File: src/rtl/decode_pkg.sv
// Shared decode types: opcode constants, field enums and the
// decoded-field bundle carried through the decode stage buffers.
package decode_pkg;

  localparam logic [6:0] OP_LOAD   = 7'b0000011;
  localparam logic [6:0] OP_STORE  = 7'b0100011;
  localparam logic [6:0] OP_REG    = 7'b0110011;
  localparam logic [6:0] OP_IMM    = 7'b0010011;
  localparam logic [6:0] OP_BRANCH = 7'b1100011;
  localparam logic [6:0] OP_JAL    = 7'b1101111;
  localparam logic [6:0] OP_JALR   = 7'b1100111;
  localparam logic [6:0] OP_LUI    = 7'b0110111;
  localparam logic [6:0] OP_AUIPC  = 7'b0010111;
  localparam logic [6:0] OP_SYSTEM = 7'b1110011;

  localparam logic [31:0] MRET  = 32'h30200073;
  localparam logic [31:0] ECALL = 32'h00000073;

  typedef enum logic [2:0] {
    IMM_I = 3'b000,
    IMM_S = 3'b001,
    IMM_B = 3'b010,
    IMM_J = 3'b011,
    IMM_U = 3'b100,
    IMM_Z = 3'b101
  } imm_src_e;

  typedef enum logic [1:0] {
    WB_ALU = 2'b00,
    WB_MEM = 2'b01,
    WB_PC4 = 2'b10,
    WB_CSR = 2'b11
  } wb_sel_e;

  typedef enum logic [1:0] {
    CSR_NONE  = 2'b00,
    CSR_WRITE = 2'b01,
    CSR_SET   = 2'b10,
    CSR_CLEAR = 2'b11
  } csr_op_e;

  typedef struct packed {
    logic     reg_write;
    logic     mem_write;
    logic     alu_src;
    logic     alu_src_a;
    logic     branch;
    logic     jump;
    logic     csr_we;
    logic     csr_re;
    logic     is_mret;
    logic     is_ecall;
    logic     illegal;
    imm_src_e imm_src;
    wb_sel_e  wb_sel;
    csr_op_e  csr_op;
  } dec_t;

endpackage

File: src/rtl/decode_if.sv
// Decode stage bus: upstream and downstream valid/ready handshakes,
// flush, and the registered decode fields.
interface decode_if #(
  parameter int DW = 32
) ();

  logic          flush;
  logic          in_valid;
  logic          in_ready;
  logic [DW-1:0] in_inst;
  logic [DW-1:0] in_pc;

  logic          out_valid;
  logic          out_ready;
  logic [DW-1:0] out_inst;
  logic [DW-1:0] out_pc;

  logic          reg_write;
  logic          mem_write;
  logic          alu_src;
  logic          alu_src_a;
  logic          branch;
  logic          jump;
  logic          csr_we;
  logic          csr_re;
  logic          is_mret;
  logic          is_ecall;
  logic          illegal;
  logic [2:0]    imm_src;
  logic [1:0]    wb_sel;
  logic [1:0]    csr_op;

  modport slave (
    input  flush, in_valid, in_inst, in_pc,
    input  out_ready,
    output in_ready, out_valid,
    output out_inst, out_pc,
    output reg_write, mem_write, alu_src,
    output alu_src_a, branch, jump,
    output csr_we, csr_re, is_mret,
    output is_ecall, illegal,
    output imm_src, wb_sel, csr_op
  );

  modport master (
    output flush, in_valid, in_inst, in_pc,
    output out_ready,
    input  in_ready, out_valid,
    input  out_inst, out_pc,
    input  reg_write, mem_write, alu_src,
    input  alu_src_a, branch, jump,
    input  csr_we, csr_re, is_mret,
    input  is_ecall, illegal,
    input  imm_src, wb_sel, csr_op
  );

endinterface

File: src/rtl/inst_decode.sv
// Combinational RV32 instruction decoder: pure function of the
// instruction word, producing the decoded-field bundle.
module inst_decode
  import decode_pkg::*;
#(
  parameter int DW = 32
) (
  input  logic [DW-1:0] inst,
  output dec_t          dec
);

  logic [31:0] w;
  logic [6:0]  op;
  logic [2:0]  f3;
  logic        rd_nz;
  logic        rs1_nz;

  assign w      = inst[31:0];
  assign op     = w[6:0];
  assign f3     = w[14:12];
  assign rd_nz  = |w[11:7];
  assign rs1_nz = |w[19:15];

  always_comb begin
    dec = '0;
    unique case (1'b1)
      op == OP_LOAD: begin
        dec.reg_write = 1'b1;
        dec.alu_src   = 1'b1;
        dec.alu_src_a = 1'b1;
        dec.imm_src   = IMM_I;
        dec.wb_sel    = WB_MEM;
      end
      op == OP_STORE: begin
        dec.mem_write = 1'b1;
        dec.alu_src   = 1'b1;
        dec.alu_src_a = 1'b1;
        dec.imm_src   = IMM_S;
      end
      op == OP_REG: begin
        dec.reg_write = 1'b1;
        dec.alu_src_a = 1'b1;
      end
      op == OP_IMM: begin
        dec.reg_write = 1'b1;
        dec.alu_src   = 1'b1;
        dec.alu_src_a = 1'b1;
        dec.imm_src   = IMM_I;
      end
      op == OP_BRANCH: begin
        dec.branch  = 1'b1;
        dec.alu_src = 1'b1;
        dec.imm_src = IMM_B;
      end
      op == OP_JAL: begin
        dec.reg_write = 1'b1;
        dec.jump      = 1'b1;
        dec.alu_src   = 1'b1;
        dec.imm_src   = IMM_J;
        dec.wb_sel    = WB_PC4;
      end
      op == OP_JALR: begin
        if (f3 == 3'b000) begin
          dec.reg_write = 1'b1;
          dec.jump      = 1'b1;
          dec.alu_src   = 1'b1;
          dec.alu_src_a = 1'b1;
          dec.imm_src   = IMM_I;
          dec.wb_sel    = WB_PC4;
        end else begin
          dec.illegal = 1'b1;
        end
      end
      op == OP_LUI || op == OP_AUIPC: begin
        dec.reg_write = 1'b1;
        dec.alu_src   = 1'b1;
        dec.imm_src   = IMM_U;
      end
      op == OP_SYSTEM: begin
        if (f3 == 3'b000) begin
          if (w == MRET)
            dec.is_mret = 1'b1;
          else if (w == ECALL)
            dec.is_ecall = 1'b1;
          else
            dec.illegal = 1'b1;
        end else if (f3 == 3'b100) begin
          dec.illegal = 1'b1;
        end else begin
          // A zero rs1/uimm on set/clear suppresses the CSR write
          dec.csr_op    = csr_op_e'(f3[1:0]);
          dec.imm_src   = IMM_Z;
          dec.wb_sel    = WB_CSR;
          dec.reg_write = rd_nz;
          dec.csr_re    = (f3[1:0] != 2'b01) || rd_nz;
          dec.csr_we    = (f3[1:0] == 2'b01) || rs1_nz;
        end
      end
      default: dec.illegal = 1'b1;
    endcase
  end

endmodule

File: src/rtl/decode_stage.sv
// Decode pipeline stage: registered decode with an optional skid
// entry so the upstream sees full throughput under backpressure.
module decode_stage
  import decode_pkg::*;
#(
  parameter int DW      = 32,
  parameter int SKID_EN = 1
) (
  input logic      clk,
  input logic      rst,
  decode_if.slave  bus
);

  dec_t          in_dec;
  dec_t          out_dec;
  dec_t          skid_dec;
  logic [DW-1:0] out_inst;
  logic [DW-1:0] out_pc;
  logic [DW-1:0] skid_inst;
  logic [DW-1:0] skid_pc;
  logic          out_valid;
  logic          skid_valid;
  logic          in_ready;
  logic          acc;
  logic          drain;
  logic          load_out;

  inst_decode #(.DW(DW)) u_dec (
    .inst (bus.in_inst),
    .dec  (in_dec)
  );

  assign in_ready = (SKID_EN != 0) ? !skid_valid
                  : (!out_valid || bus.out_ready);
  assign acc      = bus.in_valid && in_ready;
  assign drain    = out_valid && bus.out_ready;
  assign load_out = !out_valid || drain;

  always_ff @(posedge clk or posedge rst) begin
    if (rst) begin
      out_valid  <= 1'b0;
      out_inst   <= '0;
      out_pc     <= '0;
      out_dec    <= '0;
      skid_valid <= 1'b0;
      skid_inst  <= '0;
      skid_pc    <= '0;
      skid_dec   <= '0;
    end else if (bus.flush) begin
      out_valid  <= 1'b0;
      skid_valid <= 1'b0;
    end else if (load_out) begin
      // in_ready is low whenever skid holds a word, so no accept here
      if (skid_valid) begin
        out_inst   <= skid_inst;
        out_pc     <= skid_pc;
        out_dec    <= skid_dec;
        out_valid  <= 1'b1;
        skid_valid <= 1'b0;
      end else if (acc) begin
        out_inst  <= bus.in_inst;
        out_pc    <= bus.in_pc;
        out_dec   <= in_dec;
        out_valid <= 1'b1;
      end else begin
        out_valid <= 1'b0;
      end
    end else if (acc && SKID_EN != 0) begin
      skid_inst  <= bus.in_inst;
      skid_pc    <= bus.in_pc;
      skid_dec   <= in_dec;
      skid_valid <= 1'b1;
    end
  end

  assign bus.in_ready  = in_ready;
  assign bus.out_valid = out_valid;
  assign bus.out_inst  = out_inst;
  assign bus.out_pc    = out_pc;
  assign bus.reg_write = out_dec.reg_write;
  assign bus.mem_write = out_dec.mem_write;
  assign bus.alu_src   = out_dec.alu_src;
  assign bus.alu_src_a = out_dec.alu_src_a;
  assign bus.branch    = out_dec.branch;
  assign bus.jump      = out_dec.jump;
  assign bus.csr_we    = out_dec.csr_we;
  assign bus.csr_re    = out_dec.csr_re;
  assign bus.is_mret   = out_dec.is_mret;
  assign bus.is_ecall  = out_dec.is_ecall;
  assign bus.illegal   = out_dec.illegal;
  assign bus.imm_src   = out_dec.imm_src;
  assign bus.wb_sel    = out_dec.wb_sel;
  assign bus.csr_op    = out_dec.csr_op;

endmodule

File: src/flat_wrapper.sv
// flat-port wrapper written by rule: the top's interface ports become plain ports
module decode_stage_flat import decode_pkg::*;
#(
  parameter int DW      = 32,
  parameter int SKID_EN = 1
)
  (clk, rst, bus_flush, bus_in_valid, bus_in_inst, bus_in_pc, bus_out_ready, bus_in_ready, bus_out_valid, bus_out_inst, bus_out_pc, bus_reg_write, bus_mem_write, bus_alu_src, bus_alu_src_a, bus_branch, bus_jump, bus_csr_we, bus_csr_re, bus_is_mret, bus_is_ecall, bus_illegal, bus_imm_src, bus_wb_sel, bus_csr_op);
  decode_if #(.DW(DW)) bus_i ();
  input logic clk;
  input logic rst;
  input wire logic [$bits(bus_i.flush)-1:0] bus_flush;
  input wire logic [$bits(bus_i.in_valid)-1:0] bus_in_valid;
  input wire logic [$bits(bus_i.in_inst)-1:0] bus_in_inst;
  input wire logic [$bits(bus_i.in_pc)-1:0] bus_in_pc;
  input wire logic [$bits(bus_i.out_ready)-1:0] bus_out_ready;
  output wire logic [$bits(bus_i.in_ready)-1:0] bus_in_ready;
  output wire logic [$bits(bus_i.out_valid)-1:0] bus_out_valid;
  output wire logic [$bits(bus_i.out_inst)-1:0] bus_out_inst;
  output wire logic [$bits(bus_i.out_pc)-1:0] bus_out_pc;
  output wire logic [$bits(bus_i.reg_write)-1:0] bus_reg_write;
  output wire logic [$bits(bus_i.mem_write)-1:0] bus_mem_write;
  output wire logic [$bits(bus_i.alu_src)-1:0] bus_alu_src;
  output wire logic [$bits(bus_i.alu_src_a)-1:0] bus_alu_src_a;
  output wire logic [$bits(bus_i.branch)-1:0] bus_branch;
  output wire logic [$bits(bus_i.jump)-1:0] bus_jump;
  output wire logic [$bits(bus_i.csr_we)-1:0] bus_csr_we;
  output wire logic [$bits(bus_i.csr_re)-1:0] bus_csr_re;
  output wire logic [$bits(bus_i.is_mret)-1:0] bus_is_mret;
  output wire logic [$bits(bus_i.is_ecall)-1:0] bus_is_ecall;
  output wire logic [$bits(bus_i.illegal)-1:0] bus_illegal;
  output wire logic [$bits(bus_i.imm_src)-1:0] bus_imm_src;
  output wire logic [$bits(bus_i.wb_sel)-1:0] bus_wb_sel;
  output wire logic [$bits(bus_i.csr_op)-1:0] bus_csr_op;
  assign bus_i.flush = bus_flush;
  assign bus_i.in_valid = bus_in_valid;
  assign bus_i.in_inst = bus_in_inst;
  assign bus_i.in_pc = bus_in_pc;
  assign bus_i.out_ready = bus_out_ready;
  assign bus_in_ready = bus_i.in_ready;
  assign bus_out_valid = bus_i.out_valid;
  assign bus_out_inst = bus_i.out_inst;
  assign bus_out_pc = bus_i.out_pc;
  assign bus_reg_write = bus_i.reg_write;
  assign bus_mem_write = bus_i.mem_write;
  assign bus_alu_src = bus_i.alu_src;
  assign bus_alu_src_a = bus_i.alu_src_a;
  assign bus_branch = bus_i.branch;
  assign bus_jump = bus_i.jump;
  assign bus_csr_we = bus_i.csr_we;
  assign bus_csr_re = bus_i.csr_re;
  assign bus_is_mret = bus_i.is_mret;
  assign bus_is_ecall = bus_i.is_ecall;
  assign bus_illegal = bus_i.illegal;
  assign bus_imm_src = bus_i.imm_src;
  assign bus_wb_sel = bus_i.wb_sel;
  assign bus_csr_op = bus_i.csr_op;
  decode_stage #(.DW(DW), .SKID_EN(SKID_EN)) u_core (.clk(clk), .rst(rst), .bus(bus_i));
endmodule
File: config.mk
export PLATFORM = sky130hd
export DESIGN_NAME = decode_stage_flat
export DESIGN_NICKNAME = d
export VERILOG_FILES = /design/src/rtl/decode_pkg.sv /design/src/rtl/decode_if.sv /design/src/rtl/inst_decode.sv /design/src/rtl/decode_stage.sv /design/src/flat_wrapper.sv
export SDC_FILE = /design/constraint.sdc
export NUM_CORES = 1
export LEC_CHECK = 0
export BUFFER_PORTS_ARGS = -buffer_cell sky130_fd_sc_hd__buf_4
export CORE_MARGIN = 2
export CORE_UTILIZATION = 45
export CTS_BUF_LIST = sky130_fd_sc_hd__clkbuf_8
export DETAILED_ROUTE_END_ITERATION = 8
export GPL_TIMING_DRIVEN = 0
export PLACE_DENSITY = 0.7
export SLEW_MARGIN = 20
export SYNTH_ARGS = -nofsm -noshare
export SYNTH_HDL_FRONTEND = slang
export SYNTH_SLANG_ARGS = --single-unit
File: constraint.sdc
create_clock -name clk -period 4.2 [get_ports clk]
set_input_delay 0 -clock clk [delete_from_list [all_inputs] [get_ports clk]]
set_output_delay 0 -clock clk [all_outputs]
set_load 0.005 [all_outputs]
# Word level (Yosys, flattened, before mapping)
# Cells that the tools add are included.
# Widths: inputs -> output; s select.
[classes]
n_reduce_logical = 20
bitwise_logic = 2
n_eq_ne = 15
muxes = 41
[ops]
columns = ["operator", "count"]
rows = [
  ["$mux 32", 4],
  ["$mux 18", 2],
  ["$eq 32x30->1 const B", 1],
  ["$eq 32x7->1 const B", 1],
  ["$eq 7x7->1 const B", 4],
  ["$eq 7x6->1 const B", 3],
  ["$mux 1", 18],
  ["$pmux 3 s6", 1],
  ["$reduce_or 5->1", 3],
  ["$eq 7x5->1 const B", 2],
  ["$mux 2", 7],
  ["$mux 7", 2],
  ["$pmux 2 s4", 1],
  ["$eq 7x2->1 const B", 1],
  ["$reduce_or 7->1", 1],
  ["$pmux 1 s2", 3],
  ["$pmux 1 s3", 2],
  ["$reduce_and 3->1", 2],
  ["$reduce_or 6->1", 1],
  ["$logic_or 1x1->1", 4],
  ["$mux 4", 1],
  ["$reduce_bool 2->1", 2],
  ["$reduce_or 4->1", 1],
  ["$eq 3x3->1 const B", 1],
  ["7 further kinds", 10],
]
[word_totals]
word_cells = 112
out_inout_bits = 84
regBits = 166

# Depth between registers and ports, before layout
# Gate-level depths: netlist of run 1.
[logic_depth]
depth_word = 7
mapped_depth = 9
ltp_nobuf = 5

# Hierarchy
# A second synthesis of run 1 with hierarchy kept.
[hier_totals]
cells_unflattened = 513
hier_area_um2 = 7636.1
[modules_own_cells]
columns = ["module", "seq_area_each_um2", "instances", "area_each_um2", "cells_per_inst"]
rows = [
  ["decode_stage", 4154.0, 1, 7248.2, 448],
  ["inst_decode", 0.0, 1, 387.9, 65],
]

# Worst setup path after synthesis of run 1
# OpenSTA, ideal clock, no wires.
[synth_path]
path_type = "register to register"
from = "register u_core.out_valid, in the netlist u_core.bus.out_valid"
to = "register u_core.out_dec, in the netlist u_core.bus.csr_we"
path_slack_ps = 2429
n_path_buf = 3
arrival_ps = 1645
path_stages_with_launch = 7
path_cell_list = "dfrtp_1 nor2b_1 or3_1 clkbuf_1 clkbuf_2 buf_2 a221o_1"
[synth_via]
elab_chain_cells = 3
elab_cells_between_ends = 4
classes_between = "reduce/logical: 4"
[synth_rtl]
columns = ["item", "line_no", "source"]
rows = [
  ["from (decl)", "decode_stage.sv:21", "logic out_valid;"],
  ["from (signal assigned)", "decode_stage.sv:41", "out_valid <= 1'b0;"],
  ["from (signal assigned)", "decode_stage.sv:50", "out_valid <= 1'b0;"],
  ["from (signal assigned)", "decode_stage.sv:58", "out_valid <= 1'b1;"],
  ["$logic_not 1->1 or $logic_and 1x1->1 (tied branches)", "-", ""],
  ["$logic_or 1x1->1 (*)", "decode_stage.sv:37", "assign load_out = !out_valid || drain;"],
  ["$reduce_and 3->1 (no source line) (*)", "-", ""],
  ["to (signal assigned)", "decode_stage.sv:57", "out_dec <= skid_dec;"],
  ["to (signal assigned)", "decode_stage.sv:63", "out_dec <= in_dec;"],
  ["to (decl)", "decode_stage.sv:15", "dec_t out_dec;"],
]
# Mark *: on every way between the ends. The rest lies on a longest branch, timed or not.
# A chain may end at the register's enable or synchronous reset.

# Final worst setup path of run 1
[layout_path]
from = "register u_core.skid_valid"
to = "register u_core.skid_inst[28]"
[layout_via]
elab_chain_cells = 3
[layout_rtl]
columns = ["item", "line_no", "source"]
rows = [
  ["from (decl)", "decode_stage.sv:22", "logic skid_valid;"],
  ["from (signal assigned)", "decode_stage.sv:45", "skid_valid <= 1'b0;"],
  ["from (signal assigned)", "decode_stage.sv:51", "skid_valid <= 1'b0;"],
  ["from (signal assigned)", "decode_stage.sv:59", "skid_valid <= 1'b0;"],
  ["$logic_not 1->1", "decode_stage.sv:33", "assign in_ready = (SKID_EN != 0) ? !skid_valid"],
  ["$logic_and 1x1->1", "decode_stage.sv:35", "assign acc = bus.in_valid && in_ready;"],
  ["$reduce_and 3->1 (no source line)", "-", ""],
  ["to (signal assigned)", "decode_stage.sv:69", "skid_inst <= bus.in_inst;"],
  ["to (decl)", "decode_stage.sv:19", "logic [DW-1:0] skid_inst;"],
]
# No other way between the ends.

==> flow_summary_export.csv, run 1 <==
group,metric,value,unit
floorplanning,fp.dieH,131.2,µm
worst_setup_path,critical-path-top-delay-family,"buffers and inverters",
global_route,grt_max_degree,34,
power,switching_share,26.56,%
route,drtAntennaViolNets,0,
power,leakagePower,4.752,nW
synth,synth_top_cell_by_area,"dfrtp_1",
synth,syn_avg_cell_area,9.314,µm²
worst_setup_path,r2r-start,"u_core.skid_valid$_DFFE_PP0P_",
global_route,grt_pass1_wl,31680,µm
route,drt_iter0_drc,372,
sta,hold_viol,0,
worst_setup_path,cp-end-kind,"flop",
synth,synth_most_common_cell,"nand2_1",
floorplanning,boundaryPins,153,
synth,synthTopCellsByArea,"dfrtp_1, nand2_1, mux2i_1",
worst_setup_path,reg2reg_depth,8,
global_route,grt-busiest-layer,"met2",
route,drcViolationCount,0,
placed_design,place.gp.congestion,0.7964,
power,clkPwrFrac,33.1,%
worst_setup_path,cp_num_cells,8,
route,drt_wl_total,19380,µm
power,internal_power,2.958,mW
worst_setup_path,cp.arrival,2.81,ns
sta,finalMaxSlewViolations,0,
worst_setup_path,crit_path_top_delay_cell,"clkbuf_1",
power,power_density,406.6,nW/µm²
global_route,antenna_found_initial,0,
floorplanning,die_x,131.2,µm
min_path,hold_path_startpoint,"bus_out_ready",
worst_setup_path,cp_num_buf_inv,4,
global_route,met1_usage,32.55,%
synth,yosysWarnings,0,
floorplanning,start_util,46.02,%
cells_and_area,finalNetCount,1090,
route,via_count,6275,
synth,synth-seq-area-share,57.03,%
worst_setup_path,required,4.58,ns
power,power_frac_seq,49.7,%
synth,synthCells,782,
worst_setup_path,start_kind,"flop",
sta,setup-violations-final,0,
min_path,whs_path_depth,4,
sta,max_freq,411.5,MHz
global_route,gr-usage-met2,35.64,%
synth,synth.distinct_cells,44,
route,first_pass_iters,5,
worst_setup_path,crit_type,"reg2reg",
sta,min_period_over_period,57.86,%
worst_setup_path,critPathMostFrequentCell,"nand2_1",
sta,period_minus_slack,2.430,ns
placed_design,hpwl,13270,µm
synth,synth_edf_count,0,
floorplanning,dieArea,17220,µm²
floorplanning,core-area,15830,µm²
global_route,grt_pass1_vias,6149,
power,p_switching,1.070,mW
route,post_drt_wl_per_cell,15.51,µm
worst_setup_path,reg2reg_to,"u_core.skid_inst[28]$_DFFE_PP0P_",
cells_and_area,diodes,0,
global_route,grt_overflow_total,0,
synth,netlist_area,7283,µm²
min_path,hold_path.class,"in2reg",
global_route,use_met3,4.668,%
floorplanning,fp-row-count,46,
clocking,clock_path_buffers,2,
min_path,whs_endpoint,"u_core.bus.csr_we$_DFFE_PP0P_",
sta,slew_headroom,44.01,%
power,power_frac_comb,17.2,%
job,cap_violations,0,
sta,rsz0062_at_grt,"false",
worst_setup_path,path_cells,"buf_2 -> inv_1 -> nand2_1 -> nor3_1 -> clkbuf_1 -> clkbuf_1 -> nand2_1 -> nand2_1",
worst_setup_path,rrSetupSlack,1.77,ns
sta,clock_skew,0.007944,ns
worst_setup_path,cp_slowest_stage_delay,0.56,ns
synth,ys_ff_latch,166,
synth,ys_async_sr_fraction,100.0,%
clocking,htree_levels,4,
cells_and_area,area_delta_synth_final,36.02,%
status,status,"completed",
cells_and_area,drive_gt1_share,19.75,%
sta,fin_tns_setup,0,ns
synth,synth_ff_type,"dfrtp_1",
worst_setup_path,critical_path.max_fanout,10,
clocking,tritoncts,"done",
clocking,clkTransAtPathRegs,0.08,ns
clocking,root_buffer,"clkbuf_8",
clocking,cts_buffers,17,
global_route,grt_use_total,22.82,%
synth,synthesis.nets,851,
synth,synth_top_area_share,57.03,%
placed_design,port_buffers,148,
synth,synthTopCellsByCount,"nand2_1, dfrtp_1, o21ai_0, mux2i_1, clkbuf_1",
clocking,cts_sinks,166,
route,drt-vias-per-instance,5.024,
sta,max_slew.worst_pin.slew,0.8399,ns
clocking,clk_latency,0.45,ns
placed_design,dp.cells,1151,
power,peakVddDrop,228.2,µV
cells_and_area,final_cells,1249,
-- layer usage --
metal,part of all wire [%],up-vias,wire [µm]
met5,0,-,0
met4,0.97,0,188
met3,5.3,15,1032
met2,46,172,8998
met1,47,3030,9158
li1,-,3058,-
-- final cells by class --
type / count / area (µm²)
sequential: 166 / 4154
buffer: 55 / 239.0
inverter: 3 / 15.01
clock inverter: 12 / 198.9
timing repair buffer: 220 / 1889
fill: 1379 / 5921
clock buffer: 19 / 261.5
tap: 216 / 270.3
multi-input combinational: 558 / 2879
-- tightest hold or removal path, cell delays in order --
cell and delay (ns):
buf_4 0.08, nor2b_1 0.05, nor3_1 0.19, a221o_1 0.14
-- what timing repair did --
action                                 CTS  global route
endpoints found under the hold margin  171             0
gates resized for setup                  0             0
hold buffers                            67             0
buffers inserted                         0             0
-- worst max-delay path by stage --
stage / start / endpoint / slack (ns)
final: u_core.skid_valid$_DFFE_PP0P_ / u_core.skid_inst[28]$_DFFE_PP0P_ / 1.77
after global routing: u_core.skid_valid$_DFFE_PP0P_ / u_core.skid_inst[30]$_DFFE_PP0P_ / 1.50
after CTS: u_core.skid_valid$_DFFE_PP0P_ / u_core.skid_inst[28]$_DFFE_PP0P_ / 1.72
after detailed placement: u_core.skid_valid$_DFFE_PP0P_ / u_core.skid_dec[7]$_DFFE_PP0P_ / 1.73
after global placement: rst / u_core.skid_pc[28]$_DFFE_PP0P_ / 0.98
after floorplan: rst / u_core.bus.alu_src$_DFFE_PP0P_ / 2.09
-- power groups by stage --
stage	combinational (mW)	clock, mW	sequential, mW
2_1_floorplan	0.304	0	2.01
3_3_place_gp	0.619	0	2.02
3_5_place_dp	0.650	0	2.03
4_1_cts	0.701	1.36	2.00
5_1_grt	0.783	1.42	2.03
6_report	0.693	1.33	2.00
-- cells in the final DEF (no fill, tap or decap), types with 3 or more instances in the layout --
cell type,synthesis,layout
a21oi_1,13,13
a31oi_1,3,3
and3b_1,3,3
buf_1,8,8
buf_12,0,4
buf_2,7,7
buf_4,1,149
bufinv_16,0,5
clkbuf_1,35,35
clkbuf_8,1,20
clkinv_2,0,3
dfrtp_1,166,166
dlygate4sd3_1,0,67
mux2i_1,65,65
nand2_1,302,302
nand2b_1,4,4
nand3_1,10,10
nor2_1,21,21
nor3_1,7,7
o211ai_1,3,3
o21a_1,4,4
o21ai_0,89,89
o22ai_1,3,3
or3_1,5,5
-- cells by family after synthesis --
family                    Yosys count  synth area share (%)
AOI/OAI and AO/OA                 124                 9.346
DFF                               166                 57.03
and+or+nand+nor                   368                 21.13
xor gates and xnor gates            1                0.1203
muxes                              65                 8.933
buffers and inverters              58                 3.436
-- through the flow --
step | setup WS, ns | utilization (%) | hold WS, ns | cell area [µm²] | power (mW)
finish | 1.770 | 62.59 | 0.05358 | 9907 | 4.028
global route | 1.496 | 62.59 | 0.07511 | 9907 | 4.235
CTS | 1.722 | 62.59 | 0.01014 | 9907 | 4.064
detailed placement | 1.726 | 55.45 | 0.1565 | 8776 | 2.679
global placement | 0.9770 | 54.77 | 0.1993 | 8668 | 2.643
floorplan | 2.087 | - | 0.06314 | 7287 | 2.314
-- state kept, by name, indices dropped and copies added (netlist names), 2 cells and up --
register	count
u_core.bus.out_inst	32
u_core.bus.wb_sel	2
u_core.bus.out_pc	32
u_core.skid_pc	32
u_core.bus.csr_op	2
u_core.bus.imm_src	3
u_core.skid_dec	18
u_core.skid_inst	32
No activity file was read; power rests on OpenSTA's default activity.
==> run 2, diff against run 1 <==
--- a/config.mk
+++ b/config.mk
@@ -11,7 +11,7 @@
 export CTS_BUF_LIST = sky130_fd_sc_hd__clkbuf_8
 export DETAILED_ROUTE_END_ITERATION = 8
 export GPL_TIMING_DRIVEN = 0
-export PLACE_DENSITY = 0.7
+export PLACE_DENSITY = 0.68
 export SLEW_MARGIN = 20
 export SYNTH_ARGS = -nofsm -noshare
 export SYNTH_HDL_FRONTEND = slang
==> constraint.sdc (replaced) <==
create_clock -name clk -period 2.5 [get_ports clk]
set_input_delay 0 -clock clk [delete_from_list [all_inputs] [get_ports clk]]
set_output_delay 0 -clock clk [all_outputs]
set_load 0.005 [all_outputs]
==> flow_summary_export.csv, run 2 (same netlist as run 1, synthesis figures left out) <==
group,metric,value,unit
clocking,htree_levels,4,
route,drtAntennaViolNets,0,
worst_setup_path,cp.arrival,2.66,ns
sta,finalMaxSlewViolations,0,
route,drt_iter0_drc,396,
clocking,root_buffer,"clkbuf_8",
sta,hold_viol,0,
floorplanning,boundaryPins,153,
route,drcViolationCount,0,
route,post_drt_wl_per_cell,15.46,µm
global_route,grt_max_degree,35,
sta,clock_skew,0.009862,ns
worst_setup_path,critical_path.max_fanout,10,
sta,slew_headroom,43.84,%
global_route,grt_use_total,22.71,%
floorplanning,die_x,131.2,µm
cells_and_area,area_delta_synth_final,35.61,%
power,peakVddDrop,322.0,µV
cells_and_area,final_common_cell,"nand2_1",
floorplanning,core-area,15830,µm²
route,drt_wl_total,19280,µm
placed_design,place.gp.congestion,0.8105,
cells_and_area,layout_common_cells,"nand2_1, dfrtp_1, buf_4",
placed_design,hpwl,13310,µm
job,cap_violations,0,
power,power_density,675.5,nW/µm²
route,via_count,6243,
global_route,antenna_found_initial,0,
sta,max_slew.worst_pin.slew,0.8424,ns
clocking,clock_path_buffers,2,
power,power,6.672,mW
min_path,hold_path.class,"in2reg",
clocking,cts_sinks,166,
cells_and_area,finalNetCount,1089,
global_route,grt_pass1_vias,6196,
worst_setup_path,cp-end-kind,"flop",
global_route,grt_overflow_total,0,
sta,setup-violations-final,0,
floorplanning,dieArea,17220,µm²
sta,hold_slack,0.05862,ns
worst_setup_path,start_kind,"flop",
clocking,clkTransAtPathRegs,0.08,ns
worst_setup_path,startpoint,"u_core.skid_valid$_DFFE_PP0P_",
clocking,tritoncts,"done",
clocking,cts_buffers,17,
sta,max_freq,439.3,MHz
sta,rsz0062_at_grt,"true",
worst_setup_path,required,2.88,ns
global_route,grt_pass1_wl,31570,µm
route,first_pass_iters,5,
status,status,"completed",
worst_setup_path,crit_type,"reg2reg",
sta,period_minus_slack,2.276,ns
worst_setup_path,r2r-start,"u_core.skid_valid$_DFFE_PP0P_",
cells_and_area,drive_gt1_share,19.79,%
floorplanning,fp-row-count,46,
floorplanning,fp.dieH,131.2,µm
route,drt-vias-per-instance,5.006,
min_path,hold_path_startpoint,"bus_in_inst[4]",
sta,min_period_over_period,91.05,%
placed_design,port_buffers,148,
sta,fin_tns_setup,0,ns
floorplanning,start_util,46.02,%
power,leakagePower,4.747,nW
cells_and_area,diodes,0,
clocking,clk_latency,0.45,ns
==> run 2: where the power goes <==
| group | switching (mW) | internal [mW] | leakage [nW] |
|---|---|---|---|
| registers | 0.245 | 3.12 | 2.11 |
| logic | 0.552 | 0.608 | 2.41 |
| clock network | 0.966 | 1.18 | 0.225 |
| total | 1.76 | 4.91 | 4.75 |
==> run 2: worst paths after layout <==
kind	endpoint	slack [ns]	depth (start not counted)
min	u_core.skid_dec[13]$_DFFE_PP0P_	0.06	4
min in group asynchronous	u_core.bus.out_inst[18]$_DFFE_PP0P_	0.16	3
min reg2reg	u_core.skid_dec[17]$_DFFE_PP0P_	0.47	2
max in group asynchronous	u_core.skid_pc[24]$_DFFE_PP0P_	1.60	5
max	u_core.skid_inst[7]$_DFFE_PP0P_	0.22	9
max reg2reg	u_core.skid_inst[7]$_DFFE_PP0P_	0.22	9
==> run 2: cell type report <==
| type | instances | area [µm²] |
|---|---|---|
| Tap cell | 216 | 270.3 |
| Clock buffer | 21 | 289.0 |
| Multi-Input combinational cell | 558 | 2879 |
| Buffer | 54 | 237.7 |
| Sequential cell | 166 | 4154 |
| Inverter | 3 | 15.01 |
| Fill cell | 1356 | 5951 |
| Timing Repair Buffer | 220 | 1882 |
| Clock inverter | 9 | 150.1 |
==> run 2: what timing repair did <==
action,4_1_cts,5_1_grt
cloned,0,0
buffers inserted,0,0
hold buffers,67,0
setup endpoints to repair,1,28
endpoints found under the hold margin,254,0
resized for setup,1,3
==> run 2: per-layer routing <==
metal / vias up / share of wire, % / GRT usage (%)
met3: 24 / 5.1 / 4.630
met2: 178 / 47 / 35.85
met5: - / 0 / 0
li1: 3056 / - / -
met1: 2985 / 46 / 31.49
met4: 0 / 1.6 / 7.729
==> run 2: metrics by stage <==
step,cells,setup slack (ns),util [%],area [µm²]
CTS,1248,0.09054,62.42,9879
detailed placement,1151,-0.01040,55.40,8768
floorplan,782,0.3872,-,7287
global route,1247,-0.01528,62.40,9877
finish,1247,0.2237,62.40,9877
global placement,1146,-0.7150,54.77,8668
==> run 2: critical path, stage by stage, from the launching register on <==
cell	delay [ns]
dfrtp_1	0.32
buf_2	0.16
inv_1	0.12
nand2_1	0.09
or3_1	0.09
clkbuf_1	0.32
buf_1	0.44
buf_1	0.43
nand2_1	0.12
nand2_1	0.10
